`src/rtl/gen_sched_pkg.sv`:
```
// rtl/gen_sched_pkg.sv - shared scheduler types and round-robin search
package gen_sched_pkg;

  typedef enum logic [2:0] {IDLE, LAUNCH, RUN, FINISH, ABORT} sched_state_t;

  localparam int MAX_REQ = 16;

  function automatic int id_width(input int n);
    return (n <= 2) ? 1 : $clog2(n);
  endfunction

  // Returns {any, id}: first set request after ptr, wrapping within n.
  function automatic logic [4:0] rr_search(input logic [MAX_REQ-1:0] req,
                                           input logic [3:0] ptr, input int n);
    logic [4:0] res;
    logic [3:0] idx;
    res = '0;
    for (int k = 1; k <= MAX_REQ; k++) begin
      idx = 4'((int'(ptr) + k) % n);
      if (k <= n && !res[4] && req[idx]) res = {1'b1, idx};
    end
    return res;
  endfunction

endpackage

```
`src/rtl/rr_pick.sv`:
```
// rtl/rr_pick.sv - round-robin picker: request vector + pointer -> one-hot grant and id
module rr_pick
  import gen_sched_pkg::*;
#(
  parameter int N_REQ = 4,
  parameter int IW    = id_width(N_REQ)
) (
  input  logic [N_REQ-1:0] req,
  input  logic [IW-1:0]    ptr,
  output logic [N_REQ-1:0] grant,
  output logic [IW-1:0]    id,
  output logic             any
);

  logic [4:0]         res;
  logic [MAX_REQ-1:0] req_ext;

  always_comb begin
    req_ext             = '0;
    req_ext[N_REQ-1:0]  = req;
    res                 = rr_search(req_ext, 4'(ptr), N_REQ);
    any                 = res[4];
    id                  = IW'(res[3:0]);
    grant               = '0;
    if (res[4]) grant[id] = 1'b1;
  end

endmodule

```
`src/rtl/gen_rr_scheduler.sv`:
```
// rtl/gen_rr_scheduler.sv - round-robin sharing of one generator worker among N_REQ requesters
module gen_rr_scheduler
  import gen_sched_pkg::*;
#(
  parameter int N_REQ   = 4,
  parameter int WIDTH   = 32,
  parameter int TIMEOUT = 1024
) (
  input  logic                        _clock,
  input  logic                        _reset,
  input  logic [N_REQ-1:0]            req_valid,
  output logic [N_REQ-1:0]            req_ready,
  input  logic [N_REQ*WIDTH-1:0]      req_base,
  input  logic [N_REQ*WIDTH-1:0]      req_limit,
  input  logic [N_REQ*WIDTH-1:0]      req_step,
  output logic [WIDTH-1:0]            gen_base,
  output logic [WIDTH-1:0]            gen_limit,
  output logic [WIDTH-1:0]            gen_step,
  output logic                        gen_start,
  output logic                        gen_reset,
  output logic                        gen_ready,
  input  logic                        gen_valid,
  input  logic [WIDTH-1:0]            gen_0,
  input  logic                        gen_done,
  input  logic                        _ready,
  output logic                        _valid,
  output logic [WIDTH-1:0]            _0,
  output logic [id_width(N_REQ)-1:0]  _id,
  output logic [N_REQ-1:0]            job_done,
  output logic [N_REQ-1:0]            job_error,
  output logic                        _busy
);

  localparam int IW  = id_width(N_REQ);
  localparam int WDW = (TIMEOUT < 1) ? 1 : $clog2(TIMEOUT + 1);
  localparam logic [WDW-1:0] WD_MAX = WDW'(TIMEOUT);

  sched_state_t     state, state_nxt;
  logic [IW-1:0]    ptr, id_q, pick_id;
  logic [N_REQ-1:0] pick_grant, grant_q;
  logic             pick_any, load, wd_trip;
  logic [WDW-1:0]   wd, wd_nxt;

  rr_pick #(.N_REQ(N_REQ), .IW(IW)) u_pick (
    .req   (req_valid),
    .ptr   (ptr),
    .grant (pick_grant),
    .id    (pick_id),
    .any   (pick_any)
  );

  assign gen_ready = (state == RUN) && (_ready || !_valid);
  assign load      = gen_valid && gen_ready;
  assign gen_start = (state == LAUNCH);
  assign gen_reset = (state == ABORT);
  assign req_ready = gen_start ? grant_q : '0;
  assign job_error = gen_reset ? grant_q : '0;
  assign _busy     = (state != IDLE);

  // The count is zeroed at grant, so the launch cycle is the first one counted.
  always_comb begin
    wd_nxt = wd;
    if (state == RUN && (gen_valid || gen_done)) wd_nxt = '0;
    else if (_valid && !_ready)                  wd_nxt = wd;
    else if (wd != WD_MAX)                       wd_nxt = wd + 1'b1;
  end

  assign wd_trip = (TIMEOUT != 0) && (wd_nxt == WD_MAX);

  always_comb begin
    state_nxt = state;
    case (state)
      IDLE:    if (pick_any) state_nxt = LAUNCH;
      LAUNCH:  state_nxt = RUN;
      RUN: begin
        if (gen_done && (!gen_valid || gen_ready)) state_nxt = FINISH;
        else if (wd_trip)                          state_nxt = ABORT;
      end
      FINISH:  if (!_valid) state_nxt = IDLE;
      ABORT:   state_nxt = IDLE;
      default: state_nxt = IDLE;
    endcase
  end

  always_ff @(posedge _clock or negedge _reset) begin
    if (!_reset) begin
      state     <= IDLE;
      ptr       <= IW'(N_REQ - 1);
      id_q      <= '0;
      grant_q   <= '0;
      gen_base  <= '0;
      gen_limit <= '0;
      gen_step  <= '0;
      wd        <= '0;
      _valid    <= 1'b0;
      _0        <= '0;
      _id       <= '0;
      job_done  <= '0;
    end else begin
      state    <= state_nxt;
      job_done <= '0;
      if (state == IDLE && pick_any) begin
        id_q      <= pick_id;
        grant_q   <= pick_grant;
        gen_base  <= req_base[pick_id*WIDTH +: WIDTH];
        gen_limit <= req_limit[pick_id*WIDTH +: WIDTH];
        gen_step  <= req_step[pick_id*WIDTH +: WIDTH];
        wd        <= '0;
      end else if (state == LAUNCH || state == RUN) begin
        wd <= wd_nxt;
      end
      if (state == LAUNCH) ptr <= id_q;
      if (state == FINISH && !_valid) job_done <= grant_q;
      // Output register drains in every state so an aborted job's last value still leaves.
      if (load) begin
        _valid <= 1'b1;
        _0     <= gen_0;
        _id    <= id_q;
      end else if (_ready) begin
        _valid <= 1'b0;
      end
    end
  end

endmodule

```
`config.mk`:
```
export PLATFORM = sky130hd
export DESIGN_NAME = gen_rr_scheduler
export DESIGN_NICKNAME = d
export VERILOG_FILES = /design/src/rtl/gen_sched_pkg.sv /design/src/rtl/rr_pick.sv /design/src/rtl/gen_rr_scheduler.sv
export SDC_FILE = /design/constraint.sdc
export NUM_CORES = 1
export LEC_CHECK = 0
export BUFFER_PORTS_ARGS = -buffer_cell sky130_fd_sc_hd__buf_2
export CORE_AREA = 4 4 217 219
export CTS_BUF_LIST = sky130_fd_sc_hd__clkbuf_8
export DETAILED_ROUTE_END_ITERATION = 12
export DIE_AREA = 0 0 221 223
export GPL_TIMING_DRIVEN = 0
export MAX_ROUTING_LAYER = met4
export PLACE_DENSITY = 0.54
export SLEW_MARGIN = 25
export SYNTH_ARGS = -nofsm -noshare
export SYNTH_HDL_FRONTEND = slang
export SYNTH_HIERARCHICAL = 1
export SYNTH_SLANG_ARGS = --single-unit
export TNS_END_PERCENT = 100
```
`constraint.sdc`:
```
create_clock -name _clock -period 5.45 [get_ports _clock]
set_input_delay 0.2725 -clock _clock [delete_from_list [all_inputs] [get_ports _clock]]
set_output_delay 0.2725 -clock _clock [all_outputs]
set_load 0.01 [all_outputs]
```
==> results of run 1 <==
==> through the flow <==
stage          hold WS (ps)  power, mW  utilization  setup slack [ps]
2_1_floorplan         -23.1       4.28            -              2750
3_3_place_gp            483       5.60        0.277              1540
3_5_place_dp            266       5.67        0.278              1530
4_1_cts                69.8       6.72        0.295              1500
5_1_grt                 115       7.05        0.295              1470
6_report                170       6.55        0.295              1720
==> timing repair <==
item	4_1_cts	5_1_grt
hold endpoints to repair	103	0
resized for setup	0	0
hold buffers	34	0
==> worst max-delay path, stage by stage, from the launching register on <==
cell      delay [ps]
dfstp_2          620
and2b_2          250
a221oi_2         200
clkbuf_1         660
clkbuf_1         490
clkbuf_1         650
mux4_2           440
mux2_2           280
==> cell type report <==
class	instances	area share
diodes	5	0.000941
plain buffers	49	0.0169
clock buffers	17	0.0176
clock inverters	15	0.0140
inverters	9	0.00254
multi-input cells	382	0.353
flip-flops and latches	157	0.296
well taps	600	0.0564
repair buffers	605	0.243
==> power breakdown <==
group	internal, mW	switching (mW)	total (mW)
logic	1.83	1.72	3.55
registers	1.73	0.294	2.03
clock network	0.458	0.516	0.974
==> metal layers <==
metal	up-vias	global-route usage	routed length (um)
met3	39	0.0446	2340
met5	-	-	0
met2	324	0.256	18900
met4	0	0.0409	717
li1	3608	-	-
met1	4070	0.173	14500
==> kinds of logic after synthesis <==
family / share of synthesized area
muxes: 0.420
DFF: 0.442
and+or+nand+nor: 0.0550
buffers and inverters: 0.0290
AOI/OAI and AO/OA: 0.0445
xor gates and xnor gates: 0.00591
adders and majority gates: 0.00282
==> registers in the layout (all words and copies together) (netlist names) <==
register and count:
id_q 2, gen_limit 32, wd 11, _valid 1
gen_base 32, job_done 4, gen_step 32, ptr 2
state 3, grant_q 4, _id 2, _0 32
==> worst max path at each step <==
| stage | end | slack, ps | depth (start not counted) |
|---|---|---|---|
| 2_1_floorplan | gen_step[11] | 2750 | 9 |
| 3_3_place_gp | gen_base[17] | 1540 | 1 |
| 3_5_place_dp | gen_limit[4] | 1530 | 7 |
| 4_1_cts | gen_limit[4] | 1500 | 7 |
| 5_1_grt | gen_limit[4] | 1470 | 7 |
| 6_report | gen_limit[4] | 1720 | 7 |
==> cell usage in the layout, fill, tap and decap left out, types with 6 or more instances in the layout <==
master,synthesis,layout
and2_1,10,10
buf_1,7,6
a21oi_1,7,7
and3_1,6,6
buf_2,20,590
dfrtp_1,155,155
inv_1,9,10
nand2_1,16,16
clkbuf_1,19,19
mux2_2,138,138
o21ai_0,10,10
mux4_2,96,96
clkbuf_8,0,17
dlygate4sd3_1,0,34
nor2_1,17,17
==> metrics, run 1 <==
grt total ovfl 0; first-pass GRT wire length roughly 54 mm; Post-DP HPWL roughly 30 mm; Async SR Flop Fraction 1.00; Wirelength per Cell approximately 20 um; vias after detailed routing about 8000; worst path required time between 5000 and 6000 ps; All-Layer GR Usage 0.150; Setup Total Neg Slack 0 ps; most common cell in the netlist dfrtp_1; Yosys warning total 6; fmax 0.268 GHz; worst reg-to-reg path cell count 7; Clock Latency Late Sink approximately 530 ps; Hold/Removal Path Class input pin to flip-flop; Seq cells post-synth 157; H-tree depth 4; Post-synth EDFFs 0; run status finished clean; Critical Path Source ptr[0]; initial core utilization 0.197; Leak Pwr slightly above 6 nW; largest net degree at the start of global routing slightly below 90; period utilization 0.684; relative slew slack 0.439; Synth area leader dfrtp_1; design area approximately 0.013 sq mm; # nets final ~1600; Core ar. between 0.04 and 0.05 sq mm; footprint of the multi-input gates between 0.004 and 0.005 sq mm; Slew @ Worst Pin 842 ps; Fin. Hold Viols 0; Avg Synthesized Cell Area between 10 and 15 sq um; Area after DPL approximately 0.013 sq mm; Hold Path End grant_q[3]; final non-filler cell total roughly 1800; die width around 220 um; Num CTS Buffers 17; syn nets 1024; critical setup path kind flip-flop to flip-flop; CTS tree built; worst reg2reg setup slack between 1500 and 2000 ps; Cell Pwr Density ~490 mW/mm^2; gpl congestion approximately 0.93; Worst setup SP type flip-flop; min Tclk post-route between 3000 and 4000 ps; post-synthesis sequential area ratio 0.442; Clock Path Buffers 2; post-CTS setup buffer count 0; Clk pin slew, worst setup/hold paths approximately 100 ps; clk_skew around 18 ps; reg2reg start ptr[0]; # DRC 0; Worst EP arrival about 4100 ps; Initial DRT Pass Iterations 7; Synth top area share 0.436; Worst VDD drop roughly 0.00024 V; WHS Path Cells 3; RSZ-0062 raised after global routing no; count of cell types in the netlist 57; I/O pin cnt ~570; Die Y about 220 um; Placed Cells roughly 1800; max cap viols 0; Crit Path Max Fanout 10; Rows between 70 and 80; clk root buf clkbuf_8; WL final 36.5 mm; Syn-to-layout area delta 49.7%; top_reg_cell synth dfrtp_1; vias per cell 4.37; share of layout cells above drive strength 1 0.709; antenna viol nets, final 0; reg-to-reg endpoint gen_limit[4]; DIE AREA around 0.049 sq mm; Hold Crit Start req_valid[3]; Synth top cells by count dfrtp_1, mux2_2, mux4_2; Reg area around 0.004 sq mm; Gate Count Post-Synth slightly below 600; antenna violations before repair 6; mapped cell area 0.00889 sq mm; vias in the first global route approximately 9000; fillers between 4000 and 5000; IO Port Bufs 570; DRT iter0 DRCs 274; Final setup viols 0; Clock Sinks approximately 160; CP endpoint kind flip-flop; Pins Over Slew Limit 0; largest cells by area after synthesis dfrtp_1, mux4_2, mux2_2
No activity file was read; power rests on OpenSTA's default activity.
==> inputs of run 2 (changes only) <==
--- a/config.mk
+++ b/config.mk
@@ -6,13 +6,13 @@
 export NUM_CORES = 1
 export LEC_CHECK = 0
 export BUFFER_PORTS_ARGS = -buffer_cell sky130_fd_sc_hd__buf_2
-export CORE_AREA = 4 4 217 219
+export CORE_AREA = 4 4 218 220
 export CTS_BUF_LIST = sky130_fd_sc_hd__clkbuf_8
 export DETAILED_ROUTE_END_ITERATION = 12
-export DIE_AREA = 0 0 221 223
+export DIE_AREA = 0 0 222 224
 export GPL_TIMING_DRIVEN = 0
 export MAX_ROUTING_LAYER = met4
-export PLACE_DENSITY = 0.54
+export PLACE_DENSITY = 0.56
 export SLEW_MARGIN = 25
 export SYNTH_ARGS = -nofsm -noshare
 export SYNTH_HDL_FRONTEND = slang
==> constraint.sdc (replaced) <==
create_clock -name _clock -period 3.4 [get_ports _clock]
set_input_delay 0.17 -clock _clock [delete_from_list [all_inputs] [get_ports _clock]]
set_output_delay 0.17 -clock _clock [all_outputs]
set_load 0.01 [all_outputs]
==> run 2 against run 1 <==
  * Final cell count increased by 8.4%
  * Sequential power increased by 60%
  * Power increased by 65%
  * Non-clock buffer count increased by 152
  * Fmax increased by 15%
  * Critical path type unchanged
  * Highest routed layer unchanged
==> metrics, run 2 (synthesized netlist as in run 1, its figures left out) <==
Hold/Removal Path Class input pin to flip-flop; most frequent cells in the layout buf_2, dlygate4sd3_1, dfrtp_1, mux2_2, mux4_2; Place WS -533 ps (-2070 ps); H-tree depth 4 (unchanged); Worst setup endpoint gen_step[14]; first-pass GRT wire length 58.2 mm (+7.5%); Initial DRT Pass Iterations 4 (-3); clk_skew 18.5 ps (+0.944 ps); # DRC 0 (unchanged); DRT iter0 DRCs 279 (+1.8%); vias after detailed routing 8743 (+8.7%); antenna viol nets, final 0 (unchanged); Comb pwr share 0.544 (+0.002); worst reg2reg setup slack 170 ps (-1550 ps); Clock Path Buffers 2 (unchanged); Setup WS post-layout 171 ps (-1550 ps); # nets final 1800 (+9.2%); Rows 78 (unchanged); final hold slack 84.0 ps (-85.8 ps); largest net degree at the start of global routing 72 (-18%); Clk pin slew, worst setup/hold paths 90 ps (about the same); fmax 0.310 GHz (+15%); I/O pin cnt 572 (unchanged); Leak Pwr 6.89 nW (+11%); CP endpoint kind flip-flop; Pins Over Slew Limit 0 (unchanged); period utilization 0.950 (+0.266); overall power 10.8 mW (+65%); max cap viols 0 (unchanged); Worst EP arrival 3660 ps (-480 ps); reg2reg start ptr[0]; Clock Sinks 157 (unchanged); final non-filler cell total 1994 (+8.4%); gpl congestion 0.947 (+1.8%); Reg power frac 0.301 (-0.008); antenna violations before repair 10 (+4); IO Port Bufs 570 (unchanged); Num CTS Buffers 17 (unchanged); Final setup viols 0 (unchanged); Core Util, Final 0.329 (+0.0338); Critical Path Source ptr[0]; Worst VDD drop 0.000344 V (+41%); Clock Latency Late Sink 540 ps (about the same); RSZ-0062 raised after global routing no; CTS tree built; worst reg-to-reg path cell count 7 (unchanged); Wirelength per Cell 19.8 um (-0.34%); vias in the first global route 9777 (+9.0%); worst path required time 3830 ps (-2030 ps); most common cell after layout, fill and taps aside buf_2; clk root buf clkbuf_8; Core ar. 0.0453 sq mm (+0.43%); fillers 4542 (-2.6%); Cell Pwr Density 725 mW/mm^2 (+47%); Crit Path Max Fanout 10 (unchanged); run status finished clean; die width 222 um (+0.45%); relative slew slack 0.422 (-0.0171); reg-to-reg endpoint gen_step[14]; critical setup path kind flip-flop to flip-flop; vias per cell 4.38 (+0.28%); P_int 6.71 mW (+67%); WL final 39.4 mm (+8.1%); Slew @ Worst Pin 868 ps (+25.7 ps); switch share 0.378 (-0.00746); clock power share 0.155 (+0.006); Die Y 224 um (+0.45%); grt total ovfl 0 (unchanged); Worst setup SP type flip-flop; share of layout cells above drive strength 1 0.635 (-0.0742); Syn-to-layout area delta 67.6%; initial core utilization 0.196 (-0.000850); min Tclk post-route 3230 ps (-496 ps); Switch Pwr 4.08 mW (+62%); DIE AREA 0.0497 sq mm (+0.90%); All-Layer GR Usage 0.160 (+0.0101); Fin. Hold Viols 0 (unchanged); Placed Cells 1769 (+0.057%); Post-DP HPWL 30.8 mm (+2.7%)
run 2: changes by cell type in the layout (fill, tap and decap cells not counted), sizes merged:
cell,delta
clkbuf,+2
bufinv,+2
dlygate4sd3,+151
clkinvlp,-3
clkinv,+1
diode,+3
buf,-1
run 2: cell type report:
type / count / area, sq um / share of cell area
Timing Repair Buffer: 757 / 4770 / 0.320
Multi-Input combinational cell: 382 / 4700 / 0.315
Sequential cell: 157 / 3930 / 0.264
Tap cell: 600 / 751 / 0.0504
Buffer: 49 / 236 / 0.0159
Clock buffer: 17 / 234 / 0.0157
Clock inverter: 15 / 218 / 0.0146
Inverter: 9 / 33.8 / 0.00227
Antenna cell: 8 / 20.0 / 0.00134
run 2: stage by stage:
| stage | setup TNS, ps | instance area (sq um) |
|---|---|---|
| finish | 0 | 14900 |
| global route | 0 | 14900 |
| CTS | 0 | 14900 |
| detailed placement | -23270 | 12600 |
| global placement | -97250 | 12500 |
| floorplan | 0 | 8890 |
run 2: how the worst min path moves through the flow:
stage                             start       endpoint  depth (start not counted)
after floorplan                  _reset          _0[0]                          0
after global placement        gen_0[15]         _0[15]                          2
after detailed placement         _reset  gen_limit[26]                          1
after CTS                  req_base[38]    gen_base[6]                          3
after global routing      req_limit[18]  gen_limit[18]                          3
final                     req_limit[18]  gen_limit[18]                          3
run 2: routing by layer:
layer  vias to the layer above  global-route usage  wire length [um]
li1                       3900                   -                 -
met1                      4406               0.183             15500
met2                       374               0.274             20500
met3                        63              0.0383              2310
met4                         0              0.0622              1110
met5                         -                   -                 0
run 2: power groups by stage:
stage / clock, mW / combinational [mW] / sequential, mW
after floorplan: 0 / 3.24 / 3.62
after global placement: 0 / 5.75 / 3.24
after detailed placement: 0 / 5.82 / 3.28
after CTS: 1.79 / 5.99 / 3.26
after global routing: 1.85 / 6.36 / 3.37
final: 1.68 / 5.87 / 3.25
run 2: timing repair:
action                                 CTS  global route
gates resized for setup                  6             1
hold buffers                           185             0
setup endpoints to repair               90             1
endpoints found under the hold margin  177             0
buffers inserted                         0             0
run 2: critical path: stages (launching register included):
cell and delay (ps):
dfstp_2 620, and2b_2 250, a221oi_2 200, clkbuf_2 400, clkbuf_1 510, clkbuf_2 400, mux4_2 450, mux2_2 290
==> inputs of run 3 (changes only) <==
--- a/config.mk
+++ b/config.mk
@@ -6,13 +6,15 @@
 export NUM_CORES = 1
 export LEC_CHECK = 0
 export BUFFER_PORTS_ARGS = -buffer_cell sky130_fd_sc_hd__buf_2
-export CORE_AREA = 4 4 218 220
+export CELL_PAD_IN_SITES_DETAIL_PLACEMENT = 0
+export CELL_PAD_IN_SITES_GLOBAL_PLACEMENT = 1
+export CORE_AREA = 4 4 224 226
 export CTS_BUF_LIST = sky130_fd_sc_hd__clkbuf_8
 export DETAILED_ROUTE_END_ITERATION = 12
-export DIE_AREA = 0 0 222 224
+export DIE_AREA = 0 0 228 230
 export GPL_TIMING_DRIVEN = 0
 export MAX_ROUTING_LAYER = met4
-export PLACE_DENSITY = 0.56
+export PLACE_DENSITY = 0.64
 export SLEW_MARGIN = 25
 export SYNTH_ARGS = -nofsm -noshare
 export SYNTH_HDL_FRONTEND = slang
==> run 3 against run 2 <==
  * Final area is 3.3% lower
  * Clock skew is 2.1 ps lower
  * Final cell count is 1.2% lower
  * Critical path depth is 2 higher
  * Non-clock buffer count is 41 lower
  * Power is 1.9% lower
  * Via count is 2.2% lower
  * Setup slack better by 8.0 ps
  * Flip-flop and latch count stayed put
  * Largest power group unchanged
  * Highest routed layer unchanged
==> metrics, run 3 (synthesized netlist as in run 1, its figures left out) <==
Clock Sinks 157 (unchanged); largest net degree at the start of global routing 84 (+17%); most common cell after layout, fill and taps aside buf_2; Worst VDD drop 0.000372 V (+8.1%); worst path cell trace buf_2 > nand2b_1 > a22oi_1 > o221ai_1 > clkbuf_2 > clkbuf_4 > mux4_2 > dlygate4sd3_1 > mux2_2; final non-filler cell total 1971 (-1.2%); vias in the first global route 9744 (-0.34%); clk_skew 16.4 ps (-2.15 ps); RSZ-0062 raised after global routing no; Slowest cell on crit path dlygate4sd3_1; most frequent cells in the layout buf_2, dfrtp_1, dlygate4sd3_1, mux2_2, mux4_2; run status finished clean; min Tclk post-route 3220 ps (-7.99 ps); DRT iter0 DRCs 287 (+2.9%); final hold slack 79.5 ps (-4.49 ps); Core ar. 0.0483 sq mm (+6.8%); Worst setup SP type flip-flop; Rows 81 (+3.8%); Place WS -581 ps (-47.7 ps); overall power 10.6 mW (-1.9%); share of layout cells above drive strength 1 0.654 (+0.0194); Clock Latency Late Sink 560 ps (+20 ps); CTS tree built; H-tree depth 4 (unchanged); All-Layer GR Usage 0.152 (-0.00780); CP endpoint kind flip-flop; Cell Pwr Density 736 mW/mm^2 (+1.5%); Worst EP arrival 3660 ps (about the same); # DRC 0 (unchanged); relative slew slack 0.389 (-0.0321); Clk pin slew, worst setup/hold paths 90 ps (about the same); Hold/Removal Path Class input pin to flip-flop; post-CTS setup buffer count 0 (unchanged); Final setup viols 0 (unchanged); die width 228 um (+2.7%); Die Y 230 um (+2.7%); vias after detailed routing 8549 (-2.2%); Post-DP HPWL 31.1 mm (+0.94%); worst path required time 3840 ps (about the same); first-pass GRT wire length 58.0 mm (-0.45%); max cap viols 0 (unchanged); critical setup path kind flip-flop to flip-flop; Setup WS post-layout 179 ps (+7.98 ps); Placed Cells 1790 (+1.2%); Wirelength per Cell 19.9 um (+0.68%); fmax 0.310 GHz (+0.25%); # nets final 1759 (-2.3%); period utilization 0.947 (-0.00235); Pins Over Slew Limit 0 (unchanged); Crit Path Max Fanout 10 (unchanged); clk root buf clkbuf_8; Initial DRT Pass Iterations 4 (unchanged); DIE AREA 0.0524 sq mm (+5.5%); Fin. Hold Viols 0 (unchanged); Leak Pwr 6.66 nW (-3.3%); initial core utilization 0.184 (-0.0124); Num CTS Buffers 17 (unchanged); Clock Path Buffers 2 (unchanged); gpl congestion 0.934 (-1.3%); critical path's largest stage delay 570 ps (-50 ps); antenna viol nets, final 0 (unchanged); Slew @ Worst Pin 916 ps (+48.2 ps); IO Port Bufs 570 (unchanged); WL final 39.2 mm (-0.48%); vias per cell 4.34 (-1.1%); Syn-to-layout area delta 62.0%; grt total ovfl 0 (unchanged); I/O pin cnt 572 (unchanged); antenna violations before repair 3 (-7)
-- run 3: cell types whose count changed in the layout (fill, tap and decap cells not counted), sizes merged --
cell | previous run | this run
clkbuf | 38 | 39
diode | 8 | 4
buf | 600 | 599
inv | 15 | 19
dlygate4sd3 | 185 | 145
bufinv | 5 | 0
-- run 3: routing by layer --
layer / share of wire / global-route usage
met1: 0.39 / 0.165
met2: 0.52 / 0.256
met3: 0.057 / 0.0442
met4: 0.039 / 0.0779
met5: 0 / -
-- run 3: through the flow --
stage	util	setup TNS, ps	instance area [sq um]
final	0.298	0	14400
after global routing	0.298	0	14400
after CTS	0.298	0	14400
after detailed placement	0.260	-8190	12600
after global placement	0.259	-86340	12500
after floorplan	-	0	8890
-- run 3: path summary, 6_finish.rpt --
kind | start | end | slack [ps] | cells past startpoint
worst min register to register | gen_base[22] | gen_base[22] | 510 | 1
worst max register to register | ptr[1] | gen_limit[12] | 180 | 9
worst min-delay path | req_base[2] | gen_base[2] | 80 | 3
max in group asynchronous | _reset | ptr[1] | 2350 | 3
min in group asynchronous | _reset | gen_step[24] | 150 | 2
worst max-delay path | ptr[1] | gen_limit[12] | 180 | 9
-- run 3: final cells by class --
| cell class | count | area (sq um) |
|---|---|---|
| Fill cell | 4938 | 33900 |
| Multi-Input combinational cell | 382 | 4700 |
| Timing Repair Buffer | 716 | 4340 |
| Sequential cell | 157 | 3930 |
| Tap cell | 622 | 778 |
| Clock buffer | 18 | 248 |
| Buffer | 49 | 235 |
| Clock inverter | 14 | 120 |
| Inverter | 9 | 33.8 |
| Antenna cell | 4 | 10.0 |
-- run 3: where the power goes --
| part | switching [mW] | internal, mW | leakage [nW] |
|---|---|---|---|
| Clock | 0.865 | 0.549 | 0.187 |
| Combinational | 2.86 | 3.05 | 4.59 |
| Sequential | 0.496 | 2.78 | 1.88 |
| Total | 4.22 | 6.37 | 6.66 |
-- run 3: repair_timing --
item,CTS,global route
gates cloned,0,0
endpoints found under the hold margin,149,0
endpoints found under the setup margin,42,5
resized for setup,5,3
hold buffers,145,0
-- run 3: critical path, delay by kind of cell (launching register included) --
kind | cells | cell delay (ps)
buf+inv | 4 | 1420
mux | 2 | 800
flops | 1 | 540
compound gates | 2 | 230
simple gates | 1 | 130
